`src/rtl/seg7_scan_ctrl.sv`:
```
// seg7_scan_ctrl: time-multiplexed scan controller for an N-digit 7-seg display.
// Shares one BCD decoder across all digits; double-buffered frames; dead-time blanking.
// Ports:
//   clk, reset (async, active-high), enable, load, digits_in[4*N-1:0], lz_en
//   bcd_out[3:0] (to decoder), anode[N-1:0] (active-low), frame_done (1-cycle pulse)
module seg7_scan_ctrl #(
  parameter int N_DIGITS     = 4,
  parameter int REFRESH_DIV  = 50000,
  parameter int BLANK_CYCLES = 500
) (
  input  logic                  clk,
  input  logic                  reset,
  input  logic                  enable,
  input  logic                  load,
  input  logic [4*N_DIGITS-1:0] digits_in,
  input  logic                  lz_en,
  output logic [3:0]            bcd_out,
  output logic [N_DIGITS-1:0]   anode,
  output logic                  frame_done
);

  localparam int CMAX = (REFRESH_DIV > BLANK_CYCLES) ? REFRESH_DIV : BLANK_CYCLES;
  localparam int CW   = (CMAX > 1) ? $clog2(CMAX) : 1;
  localparam int IW   = $clog2(N_DIGITS);

  typedef enum logic [1:0] {OFF, BLANK, DRIVE} state_t;

  state_t                state;
  logic [CW-1:0]         cnt;
  logic [IW-1:0]         idx;
  logic [4*N_DIGITS-1:0] active;
  logic [4*N_DIGITS-1:0] pending;
  logic                  pend_valid;

  logic [IW-1:0]         idx_next;
  logic                  drive_end;
  logic                  boundary;
  logic [4*N_DIGITS-1:0] active_next;
  logic [N_DIGITS-1:0]   supp;
  logic                  allz;
  logic [N_DIGITS-1:0]   sel;

  assign idx_next  = (idx == IW'(N_DIGITS - 1)) ? '0 : idx + 1'b1;
  assign drive_end = (state == DRIVE) && (cnt == CW'(REFRESH_DIV - 1));
  assign boundary  = enable && drive_end && (idx == IW'(N_DIGITS - 1));
  assign sel       = N_DIGITS'(1) << idx;

  // A load landing on the boundary edge bypasses pending and goes live at once.
  always_comb begin
    active_next = active;
    if (boundary) begin
      if (load)
        active_next = digits_in;
      else if (pend_valid)
        active_next = pending;
    end
  end

  // Digit k>0 blanks when it and every digit above it are zero.
  always_comb begin
    allz = 1'b1;
    supp = '0;
    for (int k = N_DIGITS - 1; k >= 1; k--) begin
      allz    = allz & (active[4*k +: 4] == 4'd0);
      supp[k] = lz_en & allz;
    end
  end

  always_ff @(posedge clk or posedge reset) begin
    if (reset) begin
      state      <= OFF;
      cnt        <= '0;
      idx        <= '0;
      anode      <= '1;
      bcd_out    <= 4'd0;
      frame_done <= 1'b0;
      active     <= '0;
      pending    <= '0;
      pend_valid <= 1'b0;
    end else begin
      frame_done <= 1'b0;
      if (load) begin
        pending    <= digits_in;
        pend_valid <= 1'b1;
      end
      if (!enable) begin
        state <= OFF;
        cnt   <= '0;
        idx   <= '0;
        anode <= '1;
      end else begin
        unique case (state)
          OFF: begin
            state   <= BLANK;
            cnt     <= '0;
            anode   <= '1;
            bcd_out <= active[3:0];
          end
          BLANK: begin
            if (cnt == CW'(BLANK_CYCLES - 1)) begin
              state <= DRIVE;
              cnt   <= '0;
              anode <= supp[idx] ? '1 : ~sel;
            end else begin
              cnt <= cnt + 1'b1;
            end
          end
          DRIVE: begin
            if (drive_end) begin
              state   <= BLANK;
              cnt     <= '0;
              idx     <= idx_next;
              anode   <= '1;
              active  <= active_next;
              // Present the next nibble now so it settles during blanking.
              bcd_out <= active_next[{idx_next, 2'b00} +: 4];
              if (boundary) begin
                frame_done <= 1'b1;
                pend_valid <= 1'b0;
              end
            end else begin
              cnt <= cnt + 1'b1;
            end
          end
          default: begin
            state <= OFF;
            anode <= '1;
          end
        endcase
      end
    end
  end

endmodule

```
`config.mk`:
```
export PLATFORM = sky130hd
export DESIGN_NAME = seg7_scan_ctrl
export DESIGN_NICKNAME = d
export VERILOG_FILES = /design/src/rtl/seg7_scan_ctrl.sv
export SDC_FILE = /design/constraint.sdc
export NUM_CORES = 1
export LEC_CHECK = 0
export CAP_MARGIN = 20
export CORE_UTILIZATION = 62
export DETAILED_ROUTE_END_ITERATION = 8
export GPL_ROUTABILITY_DRIVEN = 0
export PLACE_DENSITY = 0.89
export SLEW_MARGIN = 40
export SYNTH_ARGS = -nofsm -noshare
export SYNTH_HDL_FRONTEND = slang
export SYNTH_SLANG_ARGS = --single-unit
```
`constraint.sdc`:
```
create_clock -name clk -period 3.25 [get_ports clk]
set_input_delay 0.325 -clock clk [delete_from_list [all_inputs] [get_ports clk]]
set_output_delay 0.325 -clock clk [all_outputs]
set_load 0.03 [all_outputs]
```
[After elaboration in Yosys (flattened, before gate mapping)]
Cells that the tools add are included.
Word-level totals
  memories kept: 0
  bits in registers: 62
  input bits: 21
  bits in writable memories: 0
  output and inout port bits: 9
  bits in read-only memories: 0
  latch bits: 0
Cells by class
  equality and inequality tests: 11
  $lt $le $gt $ge: 1
  bitwise gates (word level): 6
  mux-type cells: 33
  multipliers: 0
  add/subtract/negate cells: 2
  reductions and logical operators: 12
  divide/modulo/power cells: 0
  shift-type cells: 2
Operator list (number)
  $mux 16: 6
  $pmux 16 s3: 1
  $mux 4: 5
  $add 16x1->16 const B: 1
  $eq 16x16->1 const B: 1
  $eq 16x9->1 const B: 1
  $pmux 4 s2: 2
  $shiftx 16x5->4: 1
  $mux 2: 7
  $logic_not 4->1: 3
  $mux 1: 10
  $ne 3x3->1 const B: 2
  $pmux 2 s3: 1
  $reduce_and 3->1: 2
  $and 1x1->1: 5
  $eq 2x2->1 const B: 2
  $ne 2x1->1 const B: 2
  $ne 4x1->1 const B: 1
  $not 4->4: 1
  $reduce_and 2->1: 2
  $shl 1x2->4 const A: 1
  $logic_and 1x1->1: 3
  $lt 2x3->1 const B: 1
  $add 2x1->2 const B: 1
  other kinds (5): 5

[Logic depth before layout (Yosys ltp)]
Gate-level depths: netlist of the first run.
  depth in word-level cells: 10
  depth in mapped cells: 9
  mapped depth without buffers: 9

[Least setup slack after synthesis of the first run]
No wires, ideal clock.
  path kind: register to register
  from: register state[0]
  to: register cnt[3]
  path buffers: 1
  required time: 3.132 ns
  stages on the path, launching flop included: 10
  arrival: 2.093 ns
  slack: 1.039 ns
  period minus slack after synthesis: 2.211 ns
  path through: dfrtp_1 inv_1 ha_1 or4bb_1 nor4_4 and2_0 buf_4 o21a_4 o21ai_1 a21o_1
On the way
  cells in the longest elaborated chain, start to end: 5
Ends and longest elaborated chain
  start: declaration: line 28  | state_t state;
  start signal: assignment: line 71  | state <= OFF;
  start signal: assignment: line 87  | state <= OFF;
  start signal: assignment: line 94  | state <= BLANK;
  $eq 2x2->1: line 44, 92
  $logic_and 1x1->1: line 44  | assign drive_end = (state == DRIVE) && (cnt == CW'(REFRESH_DIV - 1));
  $mux 16: line 109  | if (drive_end) begin
  $pmux 16 s3: line 92  | unique case (state)
  $mux 16: line 86  | if (!enable) begin
  end signal: assignment: line 105  | cnt <= cnt + 1'b1;
  end signal: assignment: line 122  | cnt <= cnt + 1'b1;
  end: declaration: line 29  | logic [CW-1:0] cnt;
Parallel ways exist; a longest one is shown, timed or not.
A chain may end at the register's enable or synchronous reset.

[Worst setup path after layout of the first run]
  from: register state[0]
  to: register cnt[8]
Same word-level chain as after synthesis.

==> results of run 1 <==
==> state kept, by name (all words and copies together), names as in the netlist <==
name,count
bcd_out,4
idx,2
active,16
pend_valid,1
pending,16
frame_done,1
cnt,16
anode,4
state,2
==> power groups by stage <==
stage / Clock (mW) / Combinational, mW / Sequential (mW)
after floorplan: 0 / 0.307 / 0.915
after global placement: 0 / 0.496 / 0.878
after detailed placement: 0 / 0.514 / 0.881
after CTS: 0.841 / 0.518 / 0.868
after global routing: 0.877 / 0.570 / 0.874
final: 0.835 / 0.522 / 0.869
==> stage by stage <==
stage          util [%]  hold WS (ps)  power, mW
2_1_floorplan         -           447       1.22
3_3_place_gp       72.4           473       1.37
3_5_place_dp       72.4           489       1.40
4_1_cts            77.2           380       2.23
5_1_grt            77.2           418       2.32
6_report           77.2           369       2.23
==> worst max-delay path: cells and delay by family, from the launching register on <==
family | cells | cell delay [ps]
AOI/OAI and AO/OA | 1 | 210
buffers and inverters | 1 | 120
DFF | 1 | 400
adders and majority gates | 1 | 220
and+or+nand+nor | 5 | 1570
==> worst paths after layout <==
check / end / slack (ps)
max in group asynchronous: active[5]$_DFFE_PP0P_ / 2560
setup / recovery: cnt[8]$_DFFE_PP0P_ / 600
setup reg to reg: cnt[8]$_DFFE_PP0P_ / 600
hold / removal: cnt[10]$_DFFE_PP0P_ / 370
hold reg to reg: pending[14]$_DFFE_PP0P_ / 510
min in group clk: pending[14]$_DFFE_PP0P_ / 510
==> cell usage in the layout, fill, tap and decap left out, drive strengths merged, types with 7 or more instances in the layout <==
cell type / netlist / routed
dfrtp: 58 / 58
nor2: 32 / 32
clkdlybuf4s50: 0 / 29
a21oi: 24 / 24
nand2: 19 / 19
o21ai: 17 / 17
a31oi: 15 / 15
inv: 15 / 15
clkbuf: 8 / 14
mux2: 13 / 13
a22oi: 10 / 10
and3: 9 / 9
ha: 9 / 9
o22ai: 8 / 8
xor2: 8 / 8
nor2b: 7 / 7
buf: 5 / 7
and2: 7 / 7
==> logic make-up (layout without fill, tap and decap cells) <==
logic type | after synthesis | after routing | share of synthesized area [%]
simple gates | 116 | 116 | 19.1
compound gates | 100 | 100 | 19.6
flops | 62 | 62 | 46.2
buf+inv | 28 | 67 | 3.27
mux | 18 | 18 | 5.84
xor+xnor | 10 | 10 | 2.60
fa+ha+maj | 9 | 9 | 3.35
==> cell type report <==
| class | count | area (um2) |
|---|---|---|
| Clock inverter | 2 | 60.1 |
| Inverter | 15 | 56.3 |
| Tap cell | 70 | 87.6 |
| Clock buffer | 14 | 193 |
| Timing Repair Buffer | 36 | 343 |
| Sequential cell | 62 | 1560 |
| Multi-Input combinational cell | 253 | 1700 |
| Fill cell | 323 | 1180 |
==> metal layers <==
layer,part of all wire [%],track usage [%]
met5,0,0
met4,2.5,12.8
met3,8.4,5.03
met2,46,45.4
met1,43,46.8
==> impl_metrics.yaml, run 1 <==
placement:
  port-buffer-count: 29
  dp_slack_ps: 660
  place_area_um2: 3740
  place_hpwl_um: 5420
  dp_cells: 436
die:
  rows: 26
  core_area_um2: 5170
  ios: 30
  initial_core_util_pct: 65.1
  dieWidth_um: 75.7
  fp.dieH_um: 75.7
  die-area_um2: 5730
synth:
  synth_common_cells: "dfrtp_1 (58), nor2_1 (31), a21oi_1 (24), nand2_1 (19)"
  synth-main-ff-cell: "dfrtp_1"
  synth_top_area_share_pct: 43.1
  yosys-top-cells-area: "dfrtp_1 (43%), mux2_2 (4.3%), a21oi_1 (3.6%), nor2_1 (3.5%), ha_1 (3.3%)"
  synth_largest_area_cell: "dfrtp_1"
  synthArstFlopShare_pct: 100
  syn_avg_cell_area_um2: 9.81
  synth-seq-cells: 62
  synthesis.instances: 343
  synth_edf_count: 0
  synth_warnings: 0
  ys_seq_area_share_pct: 46.2
  synth_most_common_cell: "dfrtp_1"
  synthesis.nets: 373
  synth_area_um2: 3370
  ys_types: 61
run:
  drv_cap: 0
drt:
  wl_um: 8000
  drc: 0
  detail_route.iter0.violations: 325
  firstDrtPassIters: 5
  ant_nets: 0
  via_count: 2985
  wl_per_cell_um: 17.7
  vias_per_cell: 6.60
clock_tree:
  clockBufferDepth: 2
  cts_buffers: 9
  cts_setup_buffers: 0
  cts_root_buf: "clkbuf_8"
  ctsResizeCount: 0
  cts_hold_buf: 0
  h-tree-depth: 3
  cts_sinks: 62
  clk_latency_ps: 340
  cts_tree: "built"
  clkTransAtPathRegs_ps: 60
critical_path:
  crit_path_end_kind: "flip-flop"
  worstPathMaxFanout: 9
  crit_type: "reg -> reg"
  cp-start-kind: "flip-flop"
  r2r-start: "state[0]$_DFFE_PP0P_"
  critical_path.slowest_cell: "or4bb_1"
  arrival_ps: 2870
  cp.required_ps: 3470
  cp-startpoint: "state[0]$_DFFE_PP0P_"
  path_cells: "inv_1 > ha_1 > or4bb_1 > nor4_4 > and2_0 > o21ai_2 > nor2_4 > nor2_1"
  slowest_delay_ps: 460
  ff2ff_path_depth: 8
timing:
  timing.final.crit_share_pct: 81.4
  maxSlewViolCount: 0
  setup_tns_ps: 0
  timing.final.ws_setup_ps: 604
  fin_skew_ps: 6.28
  finalHoldViolCount: 0
  clock.fmax_ghz: 0.378
  setup_viol: 0
  rsz0062_at_grt: "false"
  slew_headroom_pct: 51.3
  post-route-min-period_ps: 2650
  worstMarginPinSlew_ps: 728
final_layout:
  drive_above_1_share_pct: 13.4
  final_area_um2: 4000
  diodes: 0
  area_growth_pct: 18.7
  final_nets: 407
  instances_no_fill: 452
power_and_ir_drop:
  pwr-share-clk_pct: 37.5
  switching_share_pct: 29.0
  p_per_area_nw_per_um2: 557
  p_comb_share_pct: 23.5
  p_int_mw: 1.58
  leakagePower_nw: 1.69
  ir_drop_mv: 0.376
  switching_power_mw: 0.646
  seqPwrFrac_pct: 39.0
grt:
  grt_pass1_wl_um: 13100
  track_usage_pct: 31.3
  grt_pass1_vias: 2598
  grt_max_degree: 35
  overflow: 0
  antenna_found_initial: 0
run_status:
  outcome: "completed"
hold_path:
  hold_class: "in -> async"
No activity file was read; power rests on OpenSTA's default activity.
==> inputs of run 2 (changes only) <==
- CORE_UTILIZATION: 62 -> 58
- PLACE_DENSITY: 0.89 -> 0.84
- clock period: 3.25 -> 2.6 ns (I/O delays scaled with it)
==> impl_metrics.yaml, run 2 (synthesized netlist as in run 1, its figures left out) <==
power_and_ir_drop:
  power_mw: 2.78
  switching_power_mw: 0.831
  p_per_area_nw_per_um2: 682
  leakagePower_nw: 1.73
  p_int_mw: 1.95
  switching_share_pct: 29.9
  ir_drop_mv: 0.569
  pwr-share-clk_pct: 36.7
  p_comb_share_pct: 24.2
  seqPwrFrac_pct: 39.0
timing:
  timing.hold.ws_ps: 205
  timing.final.crit_share_pct: 94.5
  maxSlewViolCount: 0
  post-route-min-period_ps: 2460
  setup_viol: 0
  clock.fmax_ghz: 0.407
  slew_headroom_pct: 49.8
  fin_skew_ps: 7.76
  worstMarginPinSlew_ps: 750
  finalHoldViolCount: 0
final_layout:
  fill_cells: 394
  top_regs: "active x16, cnt x16, pending x16"
  diodes: 0
  mostFrequentLayoutCells: "dfrtp_1 (58), nor2_1 (30), clkdlybuf4s50_1 (29)"
  area_growth_pct: 21.2
  drive_above_1_share_pct: 15.8
  seq_area_um2: 1560
  final_nets: 417
  final_common_cell: "dfrtp_1"
  instances_no_fill: 464
  multi_input_area_um2: 1710
clock_tree:
  cts_sinks: 62
  clkTransAtPathRegs_ps: 70
  clockBufferDepth: 2
  cts_hold_buf: 0
  cts_tree: "built"
  h-tree-depth: 3
  clk_latency_ps: 350
  cts_root_buf: "clkbuf_8"
  cts_buffers: 9
die:
  dieWidth_um: 78.2
  ios: 30
  rows: 27
  die-area_um2: 6110
  core_area_um2: 5540
  initial_core_util_pct: 60.7
  fp.dieH_um: 78.2
critical_path:
  critical_path.slowest_cell: "or4bb_1"
  cp.required_ps: 2830
  arrival_ps: 2680
  worstPathMaxFanout: 7
  crit_type: "reg -> reg"
  slowest_delay_ps: 460
  path_buf_inv: 2
  path_delay_family: "simple AND/OR/NAND/NOR gates"
  rrSetupSlack_ps: 140
  cp-start-kind: "flip-flop"
  crit_path_end_kind: "flip-flop"
  path_cells: "inv_1 > ha_1 > or4bb_1 > nor4_4 > buf_4 > and2_1 > o21ai_2 > nor2_2 > nor2_1"
grt:
  grt_busiest_layer: "met1"
  grt_max_degree: 47
  use_met2_pct: 41.2
  grt_use_met3_pct: 4.65
  track_usage_pct: 28.7
  use_met1_pct: 42.1
  overflow: 0
  antenna_found_initial: 0
  grt_pass1_wl_um: 13300
  grt_pass1_vias: 2689
drt:
  detail_route.iter0.violations: 313
  wl_um: 8120
  ant_nets: 0
  via_count: 2927
  drc: 0
  wl_per_cell_um: 17.5
  vias_per_cell: 6.31
  firstDrtPassIters: 5
placement:
  dp_cells: 445
  place_hpwl_um: 5780
  port-buffer-count: 29
run:
  drv_cap: 0
hold_path:
  hold_class: "in -> async"
run_status:
  outcome: "completed"
==> run 2: final timing paths <==
| path | from | end | depth (start not counted) |
|---|---|---|---|
| max | state[0]$_DFFE_PP0P_ | cnt[13]$_DFFE_PP0P_ | 9 |
| min | reset | cnt[12]$_DFFE_PP0P_ | 2 |
| max reg2reg | state[0]$_DFFE_PP0P_ | cnt[13]$_DFFE_PP0P_ | 9 |
| min reg2reg | pending[10]$_DFFE_PP0P_ | pending[10]$_DFFE_PP0P_ | 2 |
| max in group asynchronous | reset | anode[2]$_DFFE_PP1P_ | 3 |
| min in group clk | pending[10]$_DFFE_PP0P_ | pending[10]$_DFFE_PP0P_ | 2 |
==> run 2: what timing repair did <==
item                       4_1_cts  5_1_grt
setup endpoints to repair        0       19
buffers inserted                 0        2
resized for setup                0        5
==> run 2: final cells by class <==
class	instances	share of cell area, %
clock buffers	10	3.13
clock inverters	6	2.70
inverters	15	1.44
multi-input cells	254	42.0
flip-flops and latches	62	38.1
well taps	72	2.21
repair buffers	45	10.4
==> run 2: per-layer routing <==
layer / share of wire (%) / up-vias
li1: - / 1364
met1: 46 / 1390
met2: 44 / 152
met3: 6.9 / 21
met4: 2.8 / 0
met5: 0 / -
==> run 2: power groups by stage <==
stage / Sequential, mW / Clock, mW / Combinational, mW
after CTS: 1.08 / 1.03 / 0.655
after detailed placement: 1.10 / 0 / 0.651
after global routing: 1.09 / 1.07 / 0.725
after global placement: 1.10 / 0 / 0.629
final: 1.09 / 1.02 / 0.674
after floorplan: 1.14 / 0 / 0.384
==> run 2: per-stage QoR <==
| step | TNS [ps] | area (um2) | utilization [%] | setup slack, ps |
|---|---|---|---|---|
| 3_3_place_gp | 0 | 3810 | 68.8 | 204 |
| 2_1_floorplan | 0 | 3370 | - | 389 |
| 6_report | 0 | 4080 | 73.6 | 142 |
| 5_1_grt | -17.3 | 4080 | 73.6 | -17.3 |
| 3_5_place_dp | 0 | 3810 | 68.8 | 103 |
| 4_1_cts | 0 | 4050 | 73.1 | 89.4 |
